[config.mk]
export PLATFORM = sky130hd
export DESIGN_NAME = control_sequencer
export DESIGN_NICKNAME = d
export VERILOG_FILES = /design/src/rtl/cpu_ctrl_pkg.sv /design/src/rtl/reg_select_decoder.sv /design/src/rtl/control_sequencer.sv
export SDC_FILE = /design/constraint.sdc
export NUM_CORES = 1
export LEC_CHECK = 0
export CAP_MARGIN = 10
export CORE_AREA = 2 2 48 67
export CTS_BUF_LIST = sky130_fd_sc_hd__clkbuf_4
export DETAILED_ROUTE_END_ITERATION = 6
export DIE_AREA = 0 0 50 69
export HOLD_SLACK_MARGIN = 0.12
export PLACE_DENSITY = 0.85
export SYNTH_ARGS = -nofsm -noshare
export SYNTH_HDL_FRONTEND = slang
export SYNTH_HIERARCHICAL = 1
export SYNTH_SLANG_ARGS = --single-unit
[constraint.sdc]
create_clock -name Clock -period 4.54 [get_ports Clock]
set_clock_uncertainty 0.15 [all_clocks]
set_input_delay 0.908 -clock Clock [delete_from_list [all_inputs] [get_ports Clock]]
set_output_delay 0.908 -clock Clock [all_outputs]
set_load 0.005 [all_outputs]
[src/rtl/cpu_ctrl_pkg.sv]
// Shared definitions for the hardwired control sequencer: state encoding,
// IR field positions, opcodes, ALU select codes and the opcode->ALU lookup.
package cpu_ctrl_pkg;

    localparam int OPC_W     = 5;
    localparam int ALU_SEL_W = 5;
    localparam int FIELD_W   = 4;

    // IR field bit positions
    localparam int IR_OPC_MSB = 31;
    localparam int IR_OPC_LSB = 27;
    localparam int IR_RA_MSB  = 26;
    localparam int IR_RA_LSB  = 23;
    localparam int IR_RB_MSB  = 22;
    localparam int IR_RB_LSB  = 19;
    localparam int IR_RC_MSB  = 18;
    localparam int IR_RC_LSB  = 15;

    // Sequencer phases: fetch is T0-T2, decode/execute is T3-T5
    typedef enum logic [2:0] {
        ST_RST  = 3'd0,
        ST_T0   = 3'd1,
        ST_T1   = 3'd2,
        ST_T2   = 3'd3,
        ST_T3   = 3'd4,
        ST_T4   = 3'd5,
        ST_T5   = 3'd6,
        ST_HALT = 3'd7
    } state_t;

    // Opcodes of the three-register ALU instructions
    localparam logic [OPC_W-1:0] OPC_ADD = 5'b00011;
    localparam logic [OPC_W-1:0] OPC_SUB = 5'b00100;
    localparam logic [OPC_W-1:0] OPC_AND = 5'b01000;
    localparam logic [OPC_W-1:0] OPC_OR  = 5'b01001;
    localparam logic [OPC_W-1:0] OPC_SHR = 5'b00101;
    localparam logic [OPC_W-1:0] OPC_SHL = 5'b00110;

    // ALU operation select codes
    localparam logic [ALU_SEL_W-1:0] ALU_ADD = 5'b00011;
    localparam logic [ALU_SEL_W-1:0] ALU_SUB = 5'b00100;
    localparam logic [ALU_SEL_W-1:0] ALU_AND = 5'b01001;
    localparam logic [ALU_SEL_W-1:0] ALU_OR  = 5'b01010;
    localparam logic [ALU_SEL_W-1:0] ALU_SHR = 5'b00101;
    localparam logic [ALU_SEL_W-1:0] ALU_SHL = 5'b00110;

    typedef struct packed {
        logic                 legal;
        logic [ALU_SEL_W-1:0] sel;
    } alu_dec_t;

    // Opcode -> ALU select; anything outside the table is flagged illegal
    function automatic alu_dec_t alu_lookup(input logic [OPC_W-1:0] opc);
        alu_dec_t r;
        r.legal = 1'b1;
        r.sel   = '0;
        case (opc)
            OPC_ADD: r.sel = ALU_ADD;
            OPC_SUB: r.sel = ALU_SUB;
            OPC_AND: r.sel = ALU_AND;
            OPC_OR:  r.sel = ALU_OR;
            OPC_SHR: r.sel = ALU_SHR;
            OPC_SHL: r.sel = ALU_SHL;
            default: r.legal = 1'b0;
        endcase
        return r;
    endfunction

endpackage

[src/rtl/reg_select_decoder.sv]
// Turns the IR register fields plus the current phase into one-hot
// general-register bus-out (Rout) and load-enable (Rin) vectors.
module reg_select_decoder
    import cpu_ctrl_pkg::*;
#(
    parameter int NUM_REGS = 16
) (
    input  logic [FIELD_W-1:0]  ra_i,
    input  logic [FIELD_W-1:0]  rb_i,
    input  logic [FIELD_W-1:0]  rc_i,
    input  state_t              state_i,
    output logic [NUM_REGS-1:0] rin_o,
    output logic [NUM_REGS-1:0] rout_o
);

    localparam logic [NUM_REGS-1:0] ONE = NUM_REGS'(1);

    // Field value k selects bit k; values past NUM_REGS-1 shift out to zero
    function automatic logic [NUM_REGS-1:0] one_hot(input logic [FIELD_W-1:0] f);
        return ONE << f;
    endfunction

    // Rb is read in T3, Rc in T4, Ra written back in T5 (after both reads)
    always_comb begin
        rin_o  = '0;
        rout_o = '0;
        case (state_i)
            ST_T3:   rout_o = one_hot(rb_i);
            ST_T4:   rout_o = one_hot(rc_i);
            ST_T5:   rin_o  = one_hot(ra_i);
            default: ;
        endcase
    end

endmodule

[src/rtl/control_sequencer.sv]
// Hardwired control unit: fetch (T0-T2) then decode/execute (T3-T5) of
// three-register ALU instructions, with memory wait, halt and illegal trap.
// MemReady is a level qualifier sampled only in T1: the sequencer holds the
// read strobe until it sees MemReady=1 on a rising edge; there is no
// acknowledge back to memory.
module control_sequencer
    import cpu_ctrl_pkg::*;
#(
    parameter int NUM_REGS = 16
) (
    input  logic                 Clock,
    input  logic                 Clear,
    input  logic [31:0]          IR,
    input  logic                 MemReady,
    input  logic                 Stop,
    output logic                 PCout,
    output logic                 Zlowout,
    output logic                 MDRout,
    output logic                 MARin,
    output logic                 PCin,
    output logic                 MDRin,
    output logic                 IRin,
    output logic                 Yin,
    output logic                 Zin,
    output logic                 IncPC,
    output logic                 Read,
    output logic [NUM_REGS-1:0]  Rout,
    output logic [NUM_REGS-1:0]  Rin,
    output logic [ALU_SEL_W-1:0] ALUsel,
    output logic                 Run,
    output logic                 Illegal,
    output state_t               StateDbg
);

    state_t   state_q, state_d;
    logic     illegal_q, illegal_d;
    alu_dec_t alu_dec;

    logic [OPC_W-1:0]   opc;
    logic [FIELD_W-1:0] ra, rb, rc;
    logic               unused_ir;

    assign opc       = IR[IR_OPC_MSB:IR_OPC_LSB];
    assign ra        = IR[IR_RA_MSB:IR_RA_LSB];
    assign rb        = IR[IR_RB_MSB:IR_RB_LSB];
    assign rc        = IR[IR_RC_MSB:IR_RC_LSB];
    assign unused_ir = ^IR[IR_RC_LSB-1:0];
    assign alu_dec   = alu_lookup(opc);
    assign StateDbg  = state_q;
    assign Illegal   = illegal_q;

    // State and sticky illegal flag; Clear aborts any instruction at once
    always_ff @(posedge Clock or negedge Clear) begin
        if (!Clear) begin
            state_q   <= ST_RST;
            illegal_q <= 1'b0;
        end else begin
            state_q   <= state_d;
            illegal_q <= illegal_d;
        end
    end

    // Next-state logic and Moore control outputs from the registered phase
    always_comb begin
        state_d   = state_q;
        illegal_d = illegal_q;
        PCout     = 1'b0;
        Zlowout   = 1'b0;
        MDRout    = 1'b0;
        MARin     = 1'b0;
        PCin      = 1'b0;
        MDRin     = 1'b0;
        IRin      = 1'b0;
        Yin       = 1'b0;
        Zin       = 1'b0;
        IncPC     = 1'b0;
        Read      = 1'b0;
        ALUsel    = '0;
        Run       = 1'b1;
        case (state_q)
            ST_RST: begin
                Run     = 1'b0;
                state_d = ST_T0;
            end
            ST_T0: begin
                PCout   = 1'b1;
                MARin   = 1'b1;
                IncPC   = 1'b1;
                Zin     = 1'b1;
                state_d = ST_T1;
            end
            ST_T1: begin
                // Re-loading PC from Z while waiting is idempotent
                Zlowout = 1'b1;
                PCin    = 1'b1;
                Read    = 1'b1;
                MDRin   = 1'b1;
                if (MemReady) state_d = ST_T2;
            end
            ST_T2: begin
                MDRout  = 1'b1;
                IRin    = 1'b1;
                state_d = ST_T3;
            end
            ST_T3: begin
                // Loading Y is harmless even when the opcode traps
                Yin = 1'b1;
                if (!alu_dec.legal) begin
                    state_d   = ST_HALT;
                    illegal_d = 1'b1;
                end else begin
                    state_d = ST_T4;
                end
            end
            ST_T4: begin
                ALUsel  = alu_dec.sel;
                Zin     = 1'b1;
                state_d = ST_T5;
            end
            ST_T5: begin
                Zlowout = 1'b1;
                state_d = Stop ? ST_HALT : ST_T0;
            end
            ST_HALT: begin
                Run = 1'b0;
            end
            default: begin
                Run     = 1'b0;
                state_d = ST_RST;
            end
        endcase
    end

    reg_select_decoder #(
        .NUM_REGS (NUM_REGS)
    ) u_reg_select_decoder (
        .ra_i    (ra),
        .rb_i    (rb),
        .rc_i    (rc),
        .state_i (state_q),
        .rin_o   (Rin),
        .rout_o  (Rout)
    );

endmodule

==> metrics, run 1 <==
status=finished clean; # DRC=0; most frequent cells in the layout=clkdlybuf4s50_1 (72), nor2_1 (20), o22ai_1 (11), nand2_1 (10), nand2b_1 (9); Max Transition Viols Final=0; placed cell area=1590 µm²; vias in the first global route=1066; WL met1=about 1200 µm; Via-to-Cell Ratio=5.15; Worst setup EP type=primary output; Synth Warn #=6; Fin. Hold Viols=0; clock sinks=4; final net count=227; Post-DP HPWL=2130 µm; CTS tree=built; Power Density=around 290 nW/µm²; drt wl/cell=12.1 µm; # diodes=0; Clock Path Buffers=2; 1st-pass router iterations=4; GR Overflow Total=0; Synth Flop Type=dfrtp_1; Yosys cell types=45; fill cell count=257; Worst Path Required=3480 ps; I/O Buffers=between 70 and 80; CTS clk-pin slew, worst paths=about 40 ps; antenna violations before repair=0; area of the multi-input gates=714 µm²; crit path cell chain=clkdlybuf4s50_1 -> or3b_4 -> a2bb2oi_1 -> nor2_1 -> clkdlybuf4s50_1; Post-synth ARST share=100%; unrepaired setup endpoints after global routing=no; EDFF count, synth=0; worst skew pair latency=230 ps; Tot GR Track Use=around 16%; CTS Hold Bufs=0; Worst Tran Pin Value=552 ps; Max Used Layer=met4; DRT iter0 DRCs=25; cts repair resizes=0; crit path kind=in2out; commonest non-fill, non-tap cell in the layout=clkdlybuf4s50_1; Die Y=69 µm; first-pass GRT wire length=~4500 µm; top fanout value on the critical path=8; final setup TNS=0 ps; # IOs=89; GP Congestion=0.828; Syn Nets=around 160; Hold/Removal Path Class=reg2reg; Placement Rows=23; Max-Cap Viols=0; # Post-CTS Setup Buffers=0; peak supply drop=278 µV; Initial Util=31.6%; Max Fclk=approximately 270 MHz; wire length on met2=about 1400 µm; Mean Syn Cell Area=around 7 µm²; sequential element share of the synthesized area=roughly 11%; Crit path top cell by count=clkdlybuf4s50_1; Finished Core Util=around 57%; CTS root buffer=clkbuf_4; largest net degree at the start of global routing=21; share of cells above drive strength 1=7.41%; Startpoint Class=input port; drt total wl=around 2700 µm; DRT antenna net count=0; core box area=2850 µm²; Post-Layout Inst Area=1620 µm²; CP max stage cell=clkdlybuf4s50_1; routed vias=1165; number of H-tree levels=1; crit share post-route=82.3%; CP arrival=2680 ps; WL met3=178 µm; minimum clock period=around 3700 ps; Post-Syn Area=roughly 900 µm²; Slew HR=63.2%; Die Wd=around 50 µm; P&R area growth vs syn=79.3%; # setup viols final=0; Max stage delay on crit path=610 ps; register bit count reported by yosys=4; Syn Inst Count=around 130; Seq. cell area=100 µm²; Pleak=0.539 nW; CTS buffer count=3; Die Footprint=3450 µm²
final cells by class:
cell class / instances / share of cell area [%]
tap: 37 / 2.87
inverter: 3 / 0.697
timing repair buffer: 72 / 44.6
clock buffer: 3 / 1.39
multi-input combinational: 107 / 44.2
sequential: 4 / 6.20
worst max-delay path, delay by kind of cell:
family | cells | cell delay (ps)
simple gates | 2 | 510
compound gates | 1 | 140
buf+inv | 2 | 1120
synth_stat cells, types with 2 or more instances:
cell	instances	area [µm²]
or3b_1	2	17.5
buf_4	7	52.6
o22ai_1	11	68.8
and3b_1	2	17.5
nor3_1	4	20.0
nor2_1	20	75.1
o21ai_0	2	10.0
o32ai_1	4	35.0
inv_1	3	11.3
nand4_1	2	12.5
xor2_1	2	17.5
nand2b_1	9	56.3
nand2_1	10	37.5
nor2b_1	5	31.3
clkbuf_1	3	11.3
dfrtp_1	4	100
nand4b_1	3	26.3
nand3_1	2	10.0
nand3b_1	3	22.5
mux2_4	2	30.0
cell families (layout without fill, tap and decap cells):
kind of cell	count (synthesis)	after routing	share of synthesized area, %
flip-flops	4	4	11.1
multiplexers	3	3	4.44
AND/OR/NAND/NOR	74	74	49.0
XOR/XNOR	2	2	1.94
other	1	1	0.416
buffers and inverters	14	78	9.58
AO/OA/AOI/OAI	27	27	23.5
final timing paths:
check | from | endpoint | slack, ps | depth (start not counted)
worst max-delay path | IR[30] | ALUsel[0] | 800 | 5
min in group asynchronous | Clear | Illegal | 720 | 1
worst max register to register | StateDbg[2] | StateDbg[1] | 3110 | 3
worst min register to register | Illegal | Illegal | 310 | 2
max in group asynchronous | Clear | StateDbg[0] | 3360 | 1
worst min-delay path | Illegal | Illegal | 310 | 2
power breakdown:
group | switching [W] | internal [W] | total [W]
Clock | 0.0000144 | 0.0000296 | 0.0000440
Combinational | 0.000122 | 0.000194 | 0.000315
Sequential | 0.0000560 | 0.0000483 | 0.000104
Total | 0.000192 | 0.000272 | 0.000464
per-stage QoR:
stage                     worst slack [ps]  std cells  hold WS, ps  total power [W]
after CTS                              795        226          311         0.000469
final                                  802        226          306         0.000464
after global routing                   706        226          331         0.000503
after floorplan                       1810        125          310         0.000274
after detailed placement               800        223          303         0.000419
after global placement                 802        223          308         0.000417
per-layer routing:
| layer | up-vias | GRT usage (%) |
|---|---|---|
| met5 | - | 0 |
| met4 | 0 | 4.32 |
| met3 | 2 | 1.73 |
| met2 | 55 | 27.6 |
| met1 | 513 | 19.2 |
| li1 | 595 | - |
flip-flops by register name (all words and copies together) (netlist names):
register,count
StateDbg,3
Illegal,1
Note: power is estimated with default switching activity, not from simulation.
==> run 2, diff against run 1 <==
--- a/config.mk
+++ b/config.mk
@@ -6,12 +6,12 @@
 export NUM_CORES = 1
 export LEC_CHECK = 0
 export CAP_MARGIN = 10
-export CORE_AREA = 2 2 48 67
+export CORE_AREA = 2 2 50 70
 export CTS_BUF_LIST = sky130_fd_sc_hd__clkbuf_4
 export DETAILED_ROUTE_END_ITERATION = 6
-export DIE_AREA = 0 0 50 69
+export DIE_AREA = 0 0 52 72
 export HOLD_SLACK_MARGIN = 0.12
-export PLACE_DENSITY = 0.85
+export PLACE_DENSITY = 0.79
 export SYNTH_ARGS = -nofsm -noshare
 export SYNTH_HDL_FRONTEND = slang
 export SYNTH_HIERARCHICAL = 1
==> constraint.sdc (replaced) <==
create_clock -name Clock -period 3.75 [get_ports Clock]
set_clock_uncertainty 0.15 [all_clocks]
set_input_delay 0.75 -clock Clock [delete_from_list [all_inputs] [get_ports Clock]]
set_output_delay 0.75 -clock Clock [all_outputs]
set_load 0.005 [all_outputs]
==> metrics, run 2 (same netlist as run 1, synthesis figures left out) <==
status=finished clean; Via-to-Cell Ratio=5.22 (+1.2%); Max-Cap Viols=0 (unchanged); # IOs=89 (unchanged); Worst Tran Pin Value=505 ps (-47.7 ps); routed vias=1210 (+3.9%); Post-DP HPWL=2290 µm (+7.5%); Clock Path Buffers=2 (unchanged); CTS clk-pin slew, worst paths=30 ps (about the same); drt wl/cell=12.4 µm (+2.8%); max FFs per register=3 (unchanged); peak supply drop=244 µV (-12%); commonest non-fill, non-tap cell in the layout=clkdlybuf4s50_1; Pleak=0.558 nW (+3.5%); Post-Layout Inst Area=1650 µm² (+2.0%); CTS buffer count=3 (unchanged); Die Wd=52 µm (+4.0%); placed cell area=1630 µm² (+2.0%); clock sinks=4 (unchanged); hold_ws=323 ps (+16.4 ps); CP arrival=2550 ps (-130 ps); DRT antenna net count=0 (unchanged); Startpoint Class=input port; crit path kind=in2out; Worst setup EP type=primary output; Max Transition Viols Final=0 (unchanged); Power Density=353 nW/µm² (+23%); core box area=3090 µm² (+8.6%); drt total wl=2890 µm (+5.5%); minimum clock period=approximately 3500 ps; # diodes=0 (unchanged); final net count=231 (+1.8%); P&R area growth vs syn=82.9%; GR Overflow Total=0 (unchanged); Die Y=72 µm (+4.3%); Finished Core Util=53.3% (-3.4 points); CTS tree=built; CTS root buffer=clkbuf_4; crit share post-route=92.1%; Die Footprint=3740 µm² (+8.5%); fill cell count=297 (+16%); Slew HR=66.4% (+3.2 points); Worst Path Required=2850 ps (-630 ps); DRT iter0 DRCs=35 (+40%); Max Fclk=290 MHz; Fin. Hold Viols=0 (unchanged); share of cells above drive strength 1=9.33% (+1.9 points); Initial Util=29.1% (-2.5 points); # Post-CTS Setup Buffers=0 (unchanged); top fanout value on the critical path=8 (unchanged); 1st-pass router iterations=4 (unchanged); # DRC=0 (unchanged); unrepaired setup endpoints after global routing=no; CTS Hold Bufs=0 (unchanged); Placement Rows=24 (+4.3%); final setup TNS=0 ps (unchanged); vias in the first global route=1089 (+2.2%); number of H-tree levels=1 (unchanged); I/O Buffers=72 (unchanged); GP Congestion=0.775 (-6.4%); Hold/Removal Path Class=reg2reg; first-pass GRT wire length=4440 µm (-2.1%); largest net degree at the start of global routing=19 (-9.5%); # setup viols final=0 (unchanged); Tot GR Track Use=14.8% (-0.75 points); antenna violations before repair=0 (unchanged); cts repair resizes=0 (unchanged); worst skew pair latency=230 ps (about the same); most frequent cells in the layout=clkdlybuf4s50_1 (72), nor2_1 (20), o22ai_1 (11), nand2_1 (10), nand2b_1 (9)
==> run 2: cell types whose count changed in the layout (fill, tap and decap cells not counted) <==
cell,change
buf_4,+4
==> run 2: worst max-delay path: stages <==
cell and delay (ps):
clkdlybuf4s50_1 540, nand2b_1 220, or2_1 250, o32ai_1 240, clkdlybuf4s50_1 550
==> run 2: final timing paths <==
path	cells after the start	slack [ps]	end	start
max reg2reg	4	2300	StateDbg[1]	StateDbg[1]
max in group asynchronous	1	2720	Illegal	Clear
min reg2reg	2	320	Illegal	Illegal
min	2	320	Illegal	Illegal
min in group asynchronous	1	570	StateDbg[2]	Clear
max	5	300	Rout[4]	IR[15]
==> run 2: where the power goes <==
group	switching (W)	internal [W]	total, W
sequential	0.0000460	0.0000590	0.000105
combinational	0.000178	0.000248	0.000426
clock	0.0000156	0.0000356	0.0000512
total	0.000239	0.000343	0.000582
==> run 2: layout make-up <==
class	instances	area, µm²	area share (%)
timing repair buffer	76	751	45.6
multi-input combinational	107	714	43.4
sequential	4	100	6.07
tap	39	48.8	2.96
clock buffer	3	22.5	1.37
inverter	3	11.3	0.683
==> run 2: per-stage QoR <==
step           std cells  setup WS [ps]  power [W]
5_1_grt              232            183   0.000632
3_3_place_gp         229            267   0.000528
2_1_floorplan        125           1340   0.000332
4_1_cts              232            276   0.000586
3_5_place_dp         229            274   0.000529
6_report             232            296   0.000582
==> run 2: layer usage <==
layer,share of wire [%],global-route usage [%],vias up
li1,-,-,597
met2,48,26.4,74
met3,11,4.12,0
met4,0,5.26,0
met1,41,16.4,539
met5,0,0,-
==> run 3, diff against run 2 <==
--- a/config.mk
+++ b/config.mk
@@ -12,6 +12,7 @@
 export DIE_AREA = 0 0 52 72
 export HOLD_SLACK_MARGIN = 0.12
 export PLACE_DENSITY = 0.79
+export REMOVE_ABC_BUFFERS = 1
 export SYNTH_ARGS = -nofsm -noshare
 export SYNTH_HDL_FRONTEND = slang
 export SYNTH_HIERARCHICAL = 1
==> metrics, run 3 (same netlist as run 1, synthesis figures left out) <==
status=finished clean; P&R area growth vs syn=81.3%; sw frac=42.1% (+1.0 points); Max stage delay on crit path=550 ps (about the same); max FFs per register=3 (unchanged); GR Overflow Total=0 (unchanged); largest net degree at the start of global routing=21 (+2); Pleak=0.548 nW (-1.6%); Worst setup EP type=primary output; vias in the first global route=1107 (+1.7%); # Post-CTS Setup Buffers=0 (unchanged); CTS root buffer=clkbuf_4; minimum clock period=3460 ps (+7.59 ps); I/O Buffers=72 (unchanged); # diodes=0 (unchanged); core box area=3090 µm² (unchanged); cts repair resizes=0 (unchanged); Initial Util=29.1% (unchanged); crit path cell chain=clkdlybuf4s50_1 -> nand2b_1 -> or2_1 -> o32ai_1 -> clkdlybuf4s50_1; final net count=229 (-0.87%); worst skew pair latency=230 ps (about the same); Pint=0.000330 W (-3.7%); CP max stage cell=clkdlybuf4s50_1; crit path kind=in2out; CTS tree=built; share of cells above drive strength 1=8.38% (-0.95 points); Crit path top cell by count=clkdlybuf4s50_1; Slew HR=61.2% (-5.1 points); Clock Path Buffers=2 (unchanged); # IOs=89 (unchanged); commonest non-fill, non-tap cell in the layout=clkdlybuf4s50_1; Max Fclk=289 MHz (-0.22%); # setup viols final=0 (unchanged); Startpoint Class=input port; Die Footprint=3740 µm² (unchanged); Worst Reg-to-Reg Cells=3 (-1); CP arrival=2560 ps (about the same); drt total wl=2920 µm (+0.97%); Tot GR Track Use=15.2% (+0.38 points); Cells on Worst Hold Path=2 (unchanged); # DRC=0 (unchanged); Post-DP HPWL=2270 µm (-0.82%); register share of total power=22.9% (+4.9 points); Die Y=72 µm (unchanged); DRT antenna net count=0 (unchanged); GP Congestion=0.810 (+4.5%); drt wl/cell=12.7 µm (+1.8%); Max Transition Viols Final=0 (unchanged); Fin. Hold Viols=0 (unchanged); crit share post-route=92.3% (+0.20 points); routed vias=1212 (+0.17%); clock sinks=4 (unchanged); Placement Rows=24 (unchanged); DRT iter0 DRCs=55 (+57%); Sw Pwr=0.000240 W (+0.34%); 1st-pass router iterations=4 (unchanged); peak supply drop=240 µV (-1.6%); antenna violations before repair=0 (unchanged); Clock power frac=9.4% (+0.6 points); Die Wd=52 µm (unchanged); hold_ws=313 ps (-9.14 ps); first-pass GRT wire length=4570 µm (+2.8%); final setup TNS=0 ps (unchanged); top fanout value on the critical path=8 (unchanged); Power Density=349 nW/µm² (-1.1%); Worst Tran Pin Value=581 ps (+76.8 ps); CTS buffer count=3 (unchanged); number of H-tree levels=1 (unchanged); Worst Path Required=2850 ps (about the same); CTS clk-pin slew, worst paths=40 ps (about the same); most frequent cells in the layout=clkdlybuf4s50_1 (72), nor2_1 (20), o22ai_1 (11), nand2_1 (10), nand2b_1 (9); CTS Hold Bufs=0 (unchanged); unrepaired setup endpoints after global routing=no; Via-to-Cell Ratio=5.27 (+1.0%); combinational share of power=67.7% (-5.5 points); Hold/Removal Path Class=reg2reg; Max-Cap Viols=0 (unchanged)
## run 3: power by group through the flow
stage / sequential, W / combinational [W] / clock, W
floorplan: 0.000112 / 0.000174 / 0
global placement: 0.000129 / 0.000384 / 0
detailed placement: 0.000131 / 0.000385 / 0
CTS: 0.000131 / 0.000390 / 0.0000565
global route: 0.000139 / 0.000421 / 0.0000576
finish: 0.000131 / 0.000386 / 0.0000535
## run 3: per-layer routing
metal / GRT usage (%) / up-vias / routed length (µm) / share of wire, %
met5: 0 / - / 0 / 0
met4: 4.39 / 0 / 30 / 1.0
met3: 3.50 / 4 / 295 / 10
met2: 27.4 / 69 / 1420 / 49
met1: 17.4 / 544 / 1170 / 40
li1: - / 595 / - / -
## run 3: cell type report
type,count,area (µm²)
fillers,307,1460
repair buffers,74,736
multi-input cells,107,714
flip-flops and latches,4,100
well taps,39,48.8
clock buffers,3,22.5
inverters,3,11.3
## run 3: path summary, 6_finish.rpt
kind	end	from	slack [ps]
worst max-delay path	Rout[4]	IR[15]	290
worst min-delay path	Illegal	Illegal	310
worst max register to register	StateDbg[1]	StateDbg[2]	2280
worst min register to register	Illegal	Illegal	310
max in group asynchronous	StateDbg[1]	Clear	2720
min in group asynchronous	StateDbg[0]	Clear	560
## run 3: stage by stage
stage | worst slack [ps] | area (µm²) | std cells | total power (W) | utilization [%]
2_1_floorplan | 1340 | 826 | 114 | 0.000286 | -
3_3_place_gp | 280 | 1610 | 227 | 0.000513 | 52.1
3_5_place_dp | 297 | 1610 | 227 | 0.000517 | 52.1
4_1_cts | 285 | 1630 | 230 | 0.000577 | 52.8
5_1_grt | 184 | 1630 | 230 | 0.000617 | 52.8
6_report | 288 | 1630 | 230 | 0.000571 | 52.8
## run 3: worst max-delay path, delay by kind of cell
family	cells	cell delay, ps
buffers and inverters	2	1100
AND/OR/NAND/NOR	2	480
AO/OA/AOI/OAI	1	240
